File: config.mk
export PLATFORM = sky130hd
export DESIGN_NAME = mul_datapath
export DESIGN_NICKNAME = d
export VERILOG_FILES = /design/src/rtl/mul_pkg.sv /design/src/rtl/mul_result_buf.sv /design/src/rtl/mul_datapath.sv
export SDC_FILE = /design/constraint.sdc
export NUM_CORES = 1
export LEC_CHECK = 0
export BUFFER_PORTS_ARGS = -buffer_cell sky130_fd_sc_hd__buf_2
export CAP_MARGIN = 20
export CORE_ASPECT_RATIO = 1.4
export CORE_MARGIN = 2
export CORE_UTILIZATION = 39
export DETAILED_ROUTE_END_ITERATION = 10
export HOLD_SLACK_MARGIN = 0.03
export PLACE_DENSITY = 0.56
export SETUP_SLACK_MARGIN = 0.05
export SLEW_MARGIN = 20
export SYNTH_ARGS = -nofsm -noshare
export SYNTH_HDL_FRONTEND = slang
export SYNTH_SLANG_ARGS = --single-unit
File: constraint.sdc
create_clock -name clk -period 5.25 [get_ports clk]
set_input_delay 0.2625 -clock clk [delete_from_list [all_inputs] [get_ports clk]]
set_output_delay 0.2625 -clock clk [all_outputs]
set_load 0.005 [all_outputs]
File: src/rtl/mul_pkg.sv
// Shared constants for the repeated-addition multiplier: default widths and
// controller state encodings used by both controller and datapath benches.
package mul_pkg;

    localparam int MUL_W  = 16;
    localparam int MUL_PW = 32;

    typedef enum logic [2:0] {
        S0 = 3'b000,
        S1 = 3'b001,
        S2 = 3'b010,
        S3 = 3'b011,
        S4 = 3'b100
    } mul_state_e;

endpackage

File: src/rtl/mul_result_buf.sv
// Result buffer: detects the rising edge of done, captures the accumulator
// and holds it under a valid/ready handshake (newest capture wins).
module mul_result_buf #(
    parameter int PW = 32
) (
    input  logic          clk,
    input  logic          rst_n,
    input  logic          done_i,
    input  logic [PW-1:0] p_i,
    input  logic          result_ready_i,
    output logic [PW-1:0] product_o,
    output logic          result_valid_o
);

    logic          done_q;
    logic [PW-1:0] product_q, product_d;
    logic          valid_q, valid_d;
    logic          capture;

    assign capture = done_i & ~done_q;

    // A capture in the same cycle as acceptance keeps valid high.
    always_comb begin
        product_d = product_q;
        valid_d   = valid_q;
        if (capture) begin
            product_d = p_i;
            valid_d   = 1'b1;
        end else if (result_ready_i) begin
            valid_d   = 1'b0;
        end
    end

    always_ff @(posedge clk) begin
        if (!rst_n) begin
            done_q    <= 1'b0;
            product_q <= '0;
            valid_q   <= 1'b0;
        end else begin
            done_q    <= done_i;
            product_q <= product_d;
            valid_q   <= valid_d;
        end
    end

    assign product_o      = product_q;
    assign result_valid_o = valid_q;

endmodule

File: src/rtl/mul_datapath.sv
// Multiplier datapath: operand A, down-counter B, accumulator P and result buffer.
// Define MUL_DP_SAT_EN to saturate P on carry-out and report a sticky ovf flag.
module mul_datapath
    import mul_pkg::*;
#(
    parameter int W  = MUL_W,
    parameter int PW = MUL_PW
) (
    input  logic          clk,
    input  logic          rst_n,
    input  logic [W-1:0]  data_in,
    input  logic          lda,
    input  logic          ldb,
    input  logic          ldp,
    input  logic          clrp,
    input  logic          decb,
    input  logic          done,
    output logic          zf,
    output logic [PW-1:0] product,
    output logic          result_valid,
    input  logic          result_ready,
    output logic          ovf
);

    logic [W-1:0]  a_q, a_d;
    logic [W-1:0]  b_q, b_d;
    logic [PW-1:0] p_q, p_d;

    assign zf = (b_q == '0);

    always_comb begin
        a_d = lda ? data_in : a_q;
    end

    // B stops at zero rather than wrapping.
    always_comb begin
        b_d = b_q;
        if (ldb)
            b_d = data_in;
        else if (decb && !zf)
            b_d = b_q - W'(1);
    end

`ifdef MUL_DP_SAT_EN
    localparam int PW1 = PW + 1;
    logic [PW:0] sum;
    logic        ovf_q, ovf_d;

    assign sum = {1'b0, p_q} + PW1'(a_q);

    always_comb begin
        p_d   = p_q;
        ovf_d = ovf_q;
        if (clrp) begin
            p_d   = '0;
            ovf_d = 1'b0;
        end else if (ldp && !zf) begin
            if (sum[PW]) begin
                p_d   = '1;
                ovf_d = 1'b1;
            end else begin
                p_d   = sum[PW-1:0];
            end
        end
    end

    always_ff @(posedge clk) begin
        if (!rst_n)
            ovf_q <= 1'b0;
        else
            ovf_q <= ovf_d;
    end

    assign ovf = ovf_q;
`else
    logic [PW-1:0] sum;

    assign sum = p_q + PW'(a_q);

    // Accumulate is suppressed at B == 0 so a zero multiplier yields zero.
    always_comb begin
        p_d = p_q;
        if (clrp)
            p_d = '0;
        else if (ldp && !zf)
            p_d = sum;
    end

    assign ovf = 1'b0;
`endif

    always_ff @(posedge clk) begin
        if (!rst_n) begin
            a_q <= '0;
            b_q <= '0;
            p_q <= '0;
        end else begin
            a_q <= a_d;
            b_q <= b_d;
            p_q <= p_d;
        end
    end

    mul_result_buf #(.PW(PW)) u_result_buf (
        .clk            (clk),
        .rst_n          (rst_n),
        .done_i         (done),
        .p_i            (p_q),
        .result_ready_i (result_ready),
        .product_o      (product),
        .result_valid_o (result_valid)
    );

endmodule

==> results of run 1 <==
[metrics by stage]
step	setup WS, ns	instances	utilization	hold slack [ns]
global route	1.86	773	0.452	0.165
global placement	2.37	757	0.427	0.455
floorplan	2.84	581	-	0.384
detailed placement	2.23	757	0.427	0.457
finish	2.22	773	0.452	0.156
CTS	2.26	773	0.452	0.145
[cells in the final DEF, fill, tap and decap left out, types with 3 or more instances in the layout]
| cell | instances |
|---|---|
| clkinv_4 | 4 |
| o31ai_1 | 3 |
| a2111oi_0 | 4 |
| nand2_1 | 109 |
| inv_1 | 7 |
| buf_4 | 3 |
| nand4_1 | 8 |
| clkbuf_16 | 9 |
| a21oi_1 | 49 |
| xnor2_1 | 23 |
| a211oi_1 | 5 |
| o21ai_0 | 23 |
| a31o_2 | 4 |
| o31a_1 | 3 |
| nor2_1 | 25 |
| a21boi_0 | 34 |
| mux2i_1 | 16 |
| dfxtp_1 | 98 |
| a31oi_1 | 3 |
| nand2b_1 | 4 |
| nor3_1 | 11 |
| nor2b_1 | 20 |
| nand3_1 | 12 |
| ha_1 | 18 |
| or3_1 | 4 |
| buf_2 | 58 |
| or4_1 | 3 |
| and3_1 | 7 |
| xor2_1 | 8 |
| a21o_1 | 4 |
| and2_1 | 5 |
[state kept, by name, summed over array words and instances, names as in the netlist]
| register | count |
|---|---|
| p_q | 32 |
| u_result_buf.product_o | 32 |
| a_q | 16 |
| b_q | 16 |
| u_result_buf.done_q | 1 |
| u_result_buf.result_valid_o | 1 |
[cell usage after synthesis (3+ instances only)]
| cell type | n |
|---|---|
| nor3_1 | 11 |
| mux2i_1 | 16 |
| nand2b_1 | 5 |
| clkbuf_1 | 26 |
| a2111oi_0 | 4 |
| or4_1 | 3 |
| dfxtp_1 | 98 |
| xor2_1 | 8 |
| o31ai_1 | 3 |
| or3_1 | 4 |
| and3_1 | 7 |
| nor2b_1 | 21 |
| nand4_1 | 8 |
| o21ai_0 | 23 |
| inv_1 | 7 |
| a211oi_1 | 5 |
| a21boi_0 | 34 |
| o31a_1 | 3 |
| a21o_1 | 4 |
| nor2_1 | 25 |
| buf_6 | 4 |
| ha_1 | 18 |
| a31o_2 | 4 |
| and2_1 | 5 |
| xnor2_1 | 23 |
| a31oi_1 | 3 |
| a21oi_1 | 49 |
| nand3_1 | 12 |
| nand2_1 | 109 |
[metal layers]
metal  vias up  routed length, um  global-route usage
met4         0                176              0.0586
met5         -                  0                   0
met3        14                278              0.0276
li1       2104                  -                   -
met2        73               6660               0.344
met1      1945               5080               0.210
[power by group through the flow]
stage / logic [W] / clock network [W] / registers [W]
6_report: 0.000161 / 0.000658 / 0.000786
5_1_grt: 0.000181 / 0.000703 / 0.000790
4_1_cts: 0.000162 / 0.000674 / 0.000786
3_5_place_dp: 0.000162 / 0 / 0.000804
3_3_place_gp: 0.000159 / 0 / 0.000803
2_1_floorplan: 0.000128 / 0 / 0.000796
[kinds of logic after synthesis]
family                   after synthesis  synth area share
adder cells (fa/ha/maj)               19            0.0498
buffers and inverters                 42            0.0401
AND/OR/NAND/NOR                      225             0.224
multiplexers                          16            0.0325
XOR/XNOR                              31            0.0551
flip-flops                            98             0.398
other                                  1          0.000761
AO/OA/AOI/OAI                        149             0.200
[worst max-delay path by stage]
stage                        start                    to  slack, ns  cells past startpoint
3_3_place_gp   a_q[8]$_SDFFE_PN0P_  p_q[29]$_SDFFE_PP0P_       2.37                      8
4_1_cts        a_q[8]$_SDFFE_PN0P_  p_q[27]$_SDFFE_PP0P_       2.26                      8
5_1_grt        a_q[8]$_SDFFE_PN0P_  p_q[27]$_SDFFE_PP0P_       1.86                      8
3_5_place_dp   a_q[8]$_SDFFE_PN0P_  p_q[27]$_SDFFE_PP0P_       2.23                      8
6_report       a_q[8]$_SDFFE_PN0P_  p_q[31]$_SDFFE_PP0P_       2.22                      8
2_1_floorplan  p_q[4]$_SDFFE_PP0P_  p_q[31]$_SDFFE_PP0P_       2.84                      8
[area by class of cell]
| cell class | count | share of cell area |
|---|---|---|
| clock buffers | 10 | 0.0430 |
| clock inverters | 6 | 0.0112 |
| inverters | 7 | 0.00472 |
| multi-input cells | 441 | 0.499 |
| flip-flops and latches | 98 | 0.353 |
| well taps | 150 | 0.0337 |
| repair buffers | 61 | 0.0562 |
[worst max-delay path, stage by stage, from the launching register on]
cell and delay [ns]:
dfxtp_1 0.33, ha_1 0.37, a21oi_1 0.36, a2bb2oi_1 0.26, a31oi_1 0.14, o311ai_1 0.88
a211oi_1 0.28, a31oi_1 0.24, a41o_1 0.11
==> impl_metrics.json, run 1 <==
{
  "outcome": "finished clean",
  "vias": 4136,
  "layout_min_cycle_time_ns": 3.03,
  "pwr-share-seq": 0.490,
  "postRouteAntennaNets": 0,
  "r2r_cells": 8,
  "power_frac_clock": 0.410,
  "syn_nets": 625,
  "ctsLongestPathBuffers": 2,
  "ys_types": 61,
  "grt_usage": 0.183,
  "finalSetupViolations": 0,
  "insertion_delay_ns": 0.34,
  "dpl_cell_area_um2": 5260,
  "register_area_um2": 1960,
  "cts_num_sinks": 98,
  "reg2reg_to": "p_q[31]$_SDFFE_PP0P_",
  "grt_pass1_vias": 3998,
  "die-area_um2": 13600,
  "rrSetupSlack_ns": 2.22,
  "crit_path_start_kind": "flop",
  "layout-drive-gt1-share": 0.151,
  "tns_ns": 0,
  "multi_input_area_um2": 2770,
  "diodes": 0,
  "p_leak_nw": 2.21,
  "initial_core_util": 0.400,
  "netlist.area_leader.share": 0.398,
  "fill_cells": 1246,
  "maxSlewViolCount": 0,
  "min_to": "u_result_buf.done_q$_SDFF_PN0_",
  "max-slew-margin-rel": 0.310,
  "synth-edff-count": 0,
  "hold_viol_final": 0,
  "post_cts_resized": 0,
  "powerDensity_nw_per_um2": 288,
  "pwr-share-comb": 0.100,
  "clock_skew_ns": 0.00792,
  "final_nets": 662,
  "design_area_um2": 5560,
  "cts_buffers": 9,
  "port_buffers": 58,
  "globalRouteOverflowTotal": 0,
  "wl_per_cell_um": 15.8,
  "async_flop_share": 0,
  "drc": 0,
  "worst_slew_pin_slew_ns": 1.02,
  "synth_warnings": 0,
  "vias_per_cell": 5.35,
  "drt_iter0_drc": 168,
  "area_growth_pct": 12.9,
  "synth.area.top_cells": "dfxtp_1 (40%), nand2_1 (8.3%), a21boi_0 (5.2%)",
  "path_max_fanout": 7,
  "fp.dieH_um": 137,
  "critPathArrivalTime_ns": 3.32,
  "end_kind": "flop",
  "synth-main-ff-cell": "dfxtp_1",
  "required_ns": 5.54,
  "dp_hpwl_um": 8990,
  "hold_path_depth": 2,
  "switching_share": 0.267,
  "grt_pass1_wl_um": 19900,
  "max-cap-violations": 0,
  "period_share": 0.578,
  "finalWirelength_um": 12200,
  "ios": 60,
  "intPower_w": 0.00118,
  "cts_tree": "done",
  "gp_congestion": 0.879,
  "p_switching_w": 0.000429,
  "reg2reg_from": "a_q[8]$_SDFFE_PN0P_",
  "synth_cells": 581,
  "grt_max_degree": 69,
  "p_total_w": 0.00160,
  "yosysTopAreaCell": "dfxtp_1",
  "fp.coreArea_um2": 12300,
  "synth_seq_area_share": 0.398,
  "antenna_found_initial": 0,
  "rsz0062_at_grt": "false",
  "synth-seq-cells": 98,
  "min_path_type": "in -> reg",
  "fmax_mhz": 330,
  "path_clk_slew_ns": 0.07,
  "htreeDepth": 3,
  "hold_start": "done",
  "rows": 48,
  "cts-root-buf": "clkbuf_16",
  "ir_worst_vdd_v": 0.000140,
  "cts_setup_buffers": 0,
  "dr.pass1.iters": 4,
  "synth_area_um2": 4930,
  "syn_avg_cell_area_um2": 8.48,
  "path_class": "reg -> reg",
  "holdBufCountCts": 0,
  "die_w_um": 99.0
}
No activity file was read; power rests on OpenSTA's default activity.
==> run 2: changes to the inputs <==
- PLACE_DENSITY: 0.56 -> 0.58
- clock period: 5.25 -> 2.79 ns (I/O delays scaled with it)
==> impl_metrics.json, run 2 (same netlist as run 1, synthesis figures left out) <==
{
  "rsz0062_at_grt": "true",
  "clock_skew_ns": 0.00686,
  "tns_ns": 0,
  "reg2reg_from": "p_q[4]$_SDFFE_PP0P_",
  "crit_path_start_kind": "flop",
  "grt_pass1_wl_um": 20500,
  "crit_chain": "ha_1 > nand2_1 > or3b_1 > a211oi_2 > o311ai_1 > buf_4 > a2111oi_0 > xnor2_1 > nor2_1",
  "p_leak_nw": 2.26,
  "ios": 60,
  "critPathArrivalTime_ns": 2.84,
  "diodes": 0,
  "fp.coreArea_um2": 12300,
  "power_frac_clock": 0.427,
  "cts_setup_buffers": 0,
  "critPathBufInv": 1,
  "die-area_um2": 13600,
  "hold_start": "result_ready",
  "hold_viol_final": 0,
  "min_path_type": "in -> reg",
  "path_clk_slew_ns": 0.07,
  "final_cell_mix": "nand2_1 (109), dfxtp_1 (98), buf_2 (58), a21oi_1 (48), a21boi_0 (34)",
  "postRouteAntennaNets": 0,
  "worst_slew_pin_slew_ns": 0.785,
  "drc": 0,
  "die_w_um": 99.0,
  "p_total_w": 0.00313,
  "grt_usage": 0.190,
  "r2r_cells": 9,
  "cts_num_sinks": 98,
  "min_to": "u_result_buf.result_valid_o$_SDFFE_PN0P_",
  "path_max_fanout": 7,
  "wl_per_cell_um": 15.9,
  "port_buffers": 58,
  "finalSetupViolations": 0,
  "initial_core_util": 0.400,
  "max-slew-margin-rel": 0.476,
  "fp.dieH_um": 137,
  "layout-drive-gt1-share": 0.165,
  "powerDensity_nw_per_um2": 551,
  "cpPeakStageDelay_ns": 0.50,
  "ir_worst_vdd_v": 0.000267,
  "path_class": "reg -> reg",
  "gp_congestion": 0.898,
  "switching_share": 0.262,
  "cts-root-buf": "clkbuf_16",
  "rrSetupSlack_ns": 0.19,
  "reg2reg_to": "p_q[29]$_SDFFE_PP0P_",
  "dp_hpwl_um": 9200,
  "intPower_w": 0.00231,
  "rows": 48,
  "grt_max_degree": 67,
  "outcome": "finished clean",
  "p_switching_w": 0.000819,
  "dr.pass1.iters": 4,
  "required_ns": 3.03,
  "vias_per_cell": 5.36,
  "max-cap-violations": 0,
  "final_nets": 671,
  "area_growth_pct": 15.3,
  "layout_min_cycle_time_ns": 2.60,
  "period_share": 0.933,
  "hold_path_depth": 3,
  "fmax_mhz": 384,
  "globalRouteOverflowTotal": 0,
  "pwr-share-comb": 0.100,
  "slowest_stage": "a2111oi_0",
  "insertion_delay_ns": 0.35,
  "cts_tree": "done",
  "maxSlewViolCount": 0,
  "vias": 4191,
  "path_delay_family": "compound AO/OA/AOI/OAI gates",
  "final_common_cell": "nand2_1",
  "htreeDepth": 3,
  "pwr-share-seq": 0.473,
  "end_kind": "flop",
  "ctsLongestPathBuffers": 2,
  "finalWirelength_um": 12400,
  "cts_buffers": 9,
  "antenna_found_initial": 0,
  "grt_pass1_vias": 4141,
  "drt_iter0_drc": 196
}
==> run 2: worst max-delay path by stage <==
stage / startpoint / end / cells past startpoint
after CTS: p_q[4]$_SDFFE_PP0P_ / p_q[27]$_SDFFE_PP0P_ / 9
after detailed placement: p_q[4]$_SDFFE_PP0P_ / p_q[31]$_SDFFE_PP0P_ / 9
final: p_q[4]$_SDFFE_PP0P_ / p_q[29]$_SDFFE_PP0P_ / 9
after floorplan: p_q[4]$_SDFFE_PP0P_ / p_q[31]$_SDFFE_PP0P_ / 8
after global routing: p_q[4]$_SDFFE_PP0P_ / p_q[27]$_SDFFE_PP0P_ / 9
after global placement: a_q[0]$_SDFFE_PN0P_ / p_q[24]$_SDFFE_PP0P_ / 9
==> run 2: metal layers <==
layer  track usage  part of all wire  vias up
li1              -                 -     2122
met1         0.207              0.39     1951
met2         0.346              0.53       92
met3        0.0363             0.035       26
met4        0.0974             0.040        0
met5             0                 0        -
==> run 2: cell type report <==
type | count | area, um^2
Sequential cell | 98 | 1960
Inverter | 7 | 26.3
Multi-Input combinational cell | 441 | 2790
Tap cell | 150 | 188
Clock buffer | 10 | 239
Timing Repair Buffer | 70 | 395
Fill cell | 1223 | 6630
Clock inverter | 6 | 82.6
==> run 2: tightest hold or removal path, cell delays in order <==
cell	delay, ns
buf_2	0.07
nand2b_1	0.08
a21boi_0	0.07
==> run 2: timing repair <==
action	CTS	global route
pin swaps	0	1
resized for setup	1	4
endpoints found under the setup margin	1	8
cloned	0	0
hold buffers	1	0
endpoints found under the hold margin	1	0
==> run 2: power groups by stage <==
stage,registers [W],logic [W],clock network [W]
after floorplan,0.00150,0.000240,0
after global placement,0.00151,0.000307,0
final,0.00148,0.000313,0.00134
after CTS,0.00148,0.000315,0.00136
after detailed placement,0.00151,0.000312,0
after global routing,0.00149,0.000351,0.00143
==> run 2: through the flow <==
stage	hold slack, ns	std cells	setup WS [ns]	util	instance area (um^2)
floorplan	0.261	581	0.375	-	4930
global placement	0.368	765	0.189	0.433	5330
detailed placement	0.376	765	0.0888	0.433	5330
CTS	0.0510	782	0.0833	0.460	5670
global route	0.0707	782	0.00121	0.461	5680
finish	0.0587	782	0.188	0.461	5680
==> run 3: changes to the inputs <==
--- a/config.mk
+++ b/config.mk
@@ -14,2 +14,3 @@
 export HOLD_SLACK_MARGIN = 0.03
+export MAX_ROUTING_LAYER = met4
 export PLACE_DENSITY = 0.58
--- a/constraint.sdc
+++ b/constraint.sdc
@@ -3,2 +3,2 @@
 set_output_delay 0.1395 -clock clk [all_outputs]
-set_load 0.005 [all_outputs]
+set_load 0.02 [all_outputs]
==> impl_metrics.json, run 3 (same netlist as run 1, synthesis figures left out) <==
{
  "clock_skew_ns": 0.00737,
  "gp_congestion": 0.913,
  "drt_iter0_drc": 218,
  "outcome": "finished clean",
  "preCtsSetupSlack_ns": 0.0888,
  "path_max_fanout": 7,
  "critPathArrivalTime_ns": 2.84,
  "fill_cells": 1223,
  "ctsLongestPathBuffers": 2,
  "postRouteAntennaNets": 0,
  "dp_hpwl_um": 9200,
  "powerDensity_nw_per_um2": 551,
  "reg2reg_from": "p_q[4]$_SDFFE_PP0P_",
  "hold_viol_final": 0,
  "worst_slew_pin_slew_ns": 0.802,
  "cts-root-buf": "clkbuf_16",
  "hold_path_depth": 3,
  "final-instance-count-excl-fill": 782,
  "grt_pass1_vias": 4136,
  "htreeDepth": 3,
  "final_util": 0.461,
  "cts_tree": "done",
  "ios": 60,
  "rows": 48,
  "required_ns": 3.03,
  "diodes": 0,
  "initial_core_util": 0.400,
  "dr.pass1.iters": 4,
  "fmax_mhz": 384,
  "rsz0062_at_grt": "true",
  "final_common_cell": "nand2_1",
  "reg2reg_to": "p_q[29]$_SDFFE_PP0P_",
  "cts_buffers": 9,
  "r2r_cells": 9,
  "min_to": "u_result_buf.result_valid_o$_SDFFE_PN0P_",
  "port_buffers": 58,
  "tns_ns": 0,
  "hold_start": "result_ready",
  "vias_per_cell": 5.35,
  "fp.coreArea_um2": 12300,
  "die_w_um": 99.0,
  "min_path_type": "in -> reg",
  "grt_max_degree": 67,
  "placed_cells": 765,
  "ir_worst_vdd_v": 0.000265,
  "globalRouteOverflowTotal": 0,
  "register_area_um2": 1960,
  "whs_ns": 0.0606,
  "path_clk_slew_ns": 0.07,
  "max-slew-margin-rel": 0.464,
  "multi_input_area_um2": 2790,
  "finalSetupViolations": 0,
  "rrSetupSlack_ns": 0.19,
  "cts_num_sinks": 98,
  "area_growth_pct": 15.3,
  "p_leak_nw": 2.26,
  "fin_ws_ns": 0.189,
  "vias": 4186,
  "end_kind": "flop",
  "wl_per_cell_um": 15.9,
  "insertion_delay_ns": 0.35,
  "max-cap-violations": 0,
  "layout-drive-gt1-share": 0.165,
  "die-area_um2": 13600,
  "final_cell_mix": "nand2_1 (109), dfxtp_1 (98), buf_2 (58), a21oi_1 (48), a21boi_0 (34)",
  "drc": 0,
  "grt_usage": 0.196,
  "grt_pass1_wl_um": 20500,
  "path_class": "reg -> reg",
  "fp.dieH_um": 137,
  "maxSlewViolCount": 0,
  "crit_path_start_kind": "flop",
  "period_share": 0.932,
  "antenna_found_initial": 0,
  "final_nets": 671,
  "finalWirelength_um": 12400,
  "layout_min_cycle_time_ns": 2.60
}
[run 3: area by class of cell]
type	count	area share
Tap cell	150	0.0330
Multi-Input combinational cell	441	0.491
Inverter	7	0.00463
Clock inverter	6	0.0145
Sequential cell	98	0.345
Clock buffer	10	0.0421
Timing Repair Buffer	70	0.0696
[run 3: worst max path at each step]
stage | slack (ns) | from | to | depth (start not counted)
finish | 0.19 | p_q[4]$_SDFFE_PP0P_ | p_q[29]$_SDFFE_PP0P_ | 9
global route | 0.002 | p_q[4]$_SDFFE_PP0P_ | p_q[27]$_SDFFE_PP0P_ | 9
CTS | 0.08 | p_q[4]$_SDFFE_PP0P_ | p_q[27]$_SDFFE_PP0P_ | 9
detailed placement | 0.09 | p_q[4]$_SDFFE_PP0P_ | p_q[31]$_SDFFE_PP0P_ | 9
global placement | 0.19 | a_q[0]$_SDFFE_PN0P_ | p_q[24]$_SDFFE_PP0P_ | 9
floorplan | 0.38 | p_q[4]$_SDFFE_PP0P_ | p_q[31]$_SDFFE_PP0P_ | 8
[run 3: critical path: stages, from the launching register on]
cell       delay (ns)
dfxtp_1          0.33
ha_1             0.34
nand2_1          0.08
or3b_1           0.42
a211oi_2         0.30
o311ai_1         0.12
buf_4            0.18
a2111oi_0        0.50
xnor2_1          0.18
nor2_1           0.05
[run 3: layer usage]
metal | GRT usage | part of all wire | routed length, um | vias up
li1 | - | - | - | 2124
met3 | 0.0403 | 0.034 | 420 | 28
met5 | - | 0 | 0 | -
met1 | 0.207 | 0.39 | 4870 | 1948
met2 | 0.347 | 0.53 | 6600 | 86
met4 | 0.0928 | 0.041 | 510 | 0
[run 3: metrics by stage]
stage,power [W],cell area [um^2]
2_1_floorplan,0.00174,4930
3_3_place_gp,0.00182,5330
3_5_place_dp,0.00183,5330
4_1_cts,0.00316,5670
5_1_grt,0.00327,5680
6_report,0.00313,5680
[run 3: what timing repair did]
| action | in CTS | in global routing |
|---|---|---|
| hold buffers | 1 | 0 |
| endpoints found under the hold margin | 1 | 0 |
| resized for setup | 1 | 4 |
| setup endpoints to repair | 1 | 8 |
| pin swaps | 0 | 1 |
| setup buffers | 0 | 0 |
[run 3: report_power, final]
group	internal, W	switching [W]
clock	0.000741	0.000590
sequential	0.00144	0.0000401
combinational	0.000129	0.000188
total	0.00231	0.000818
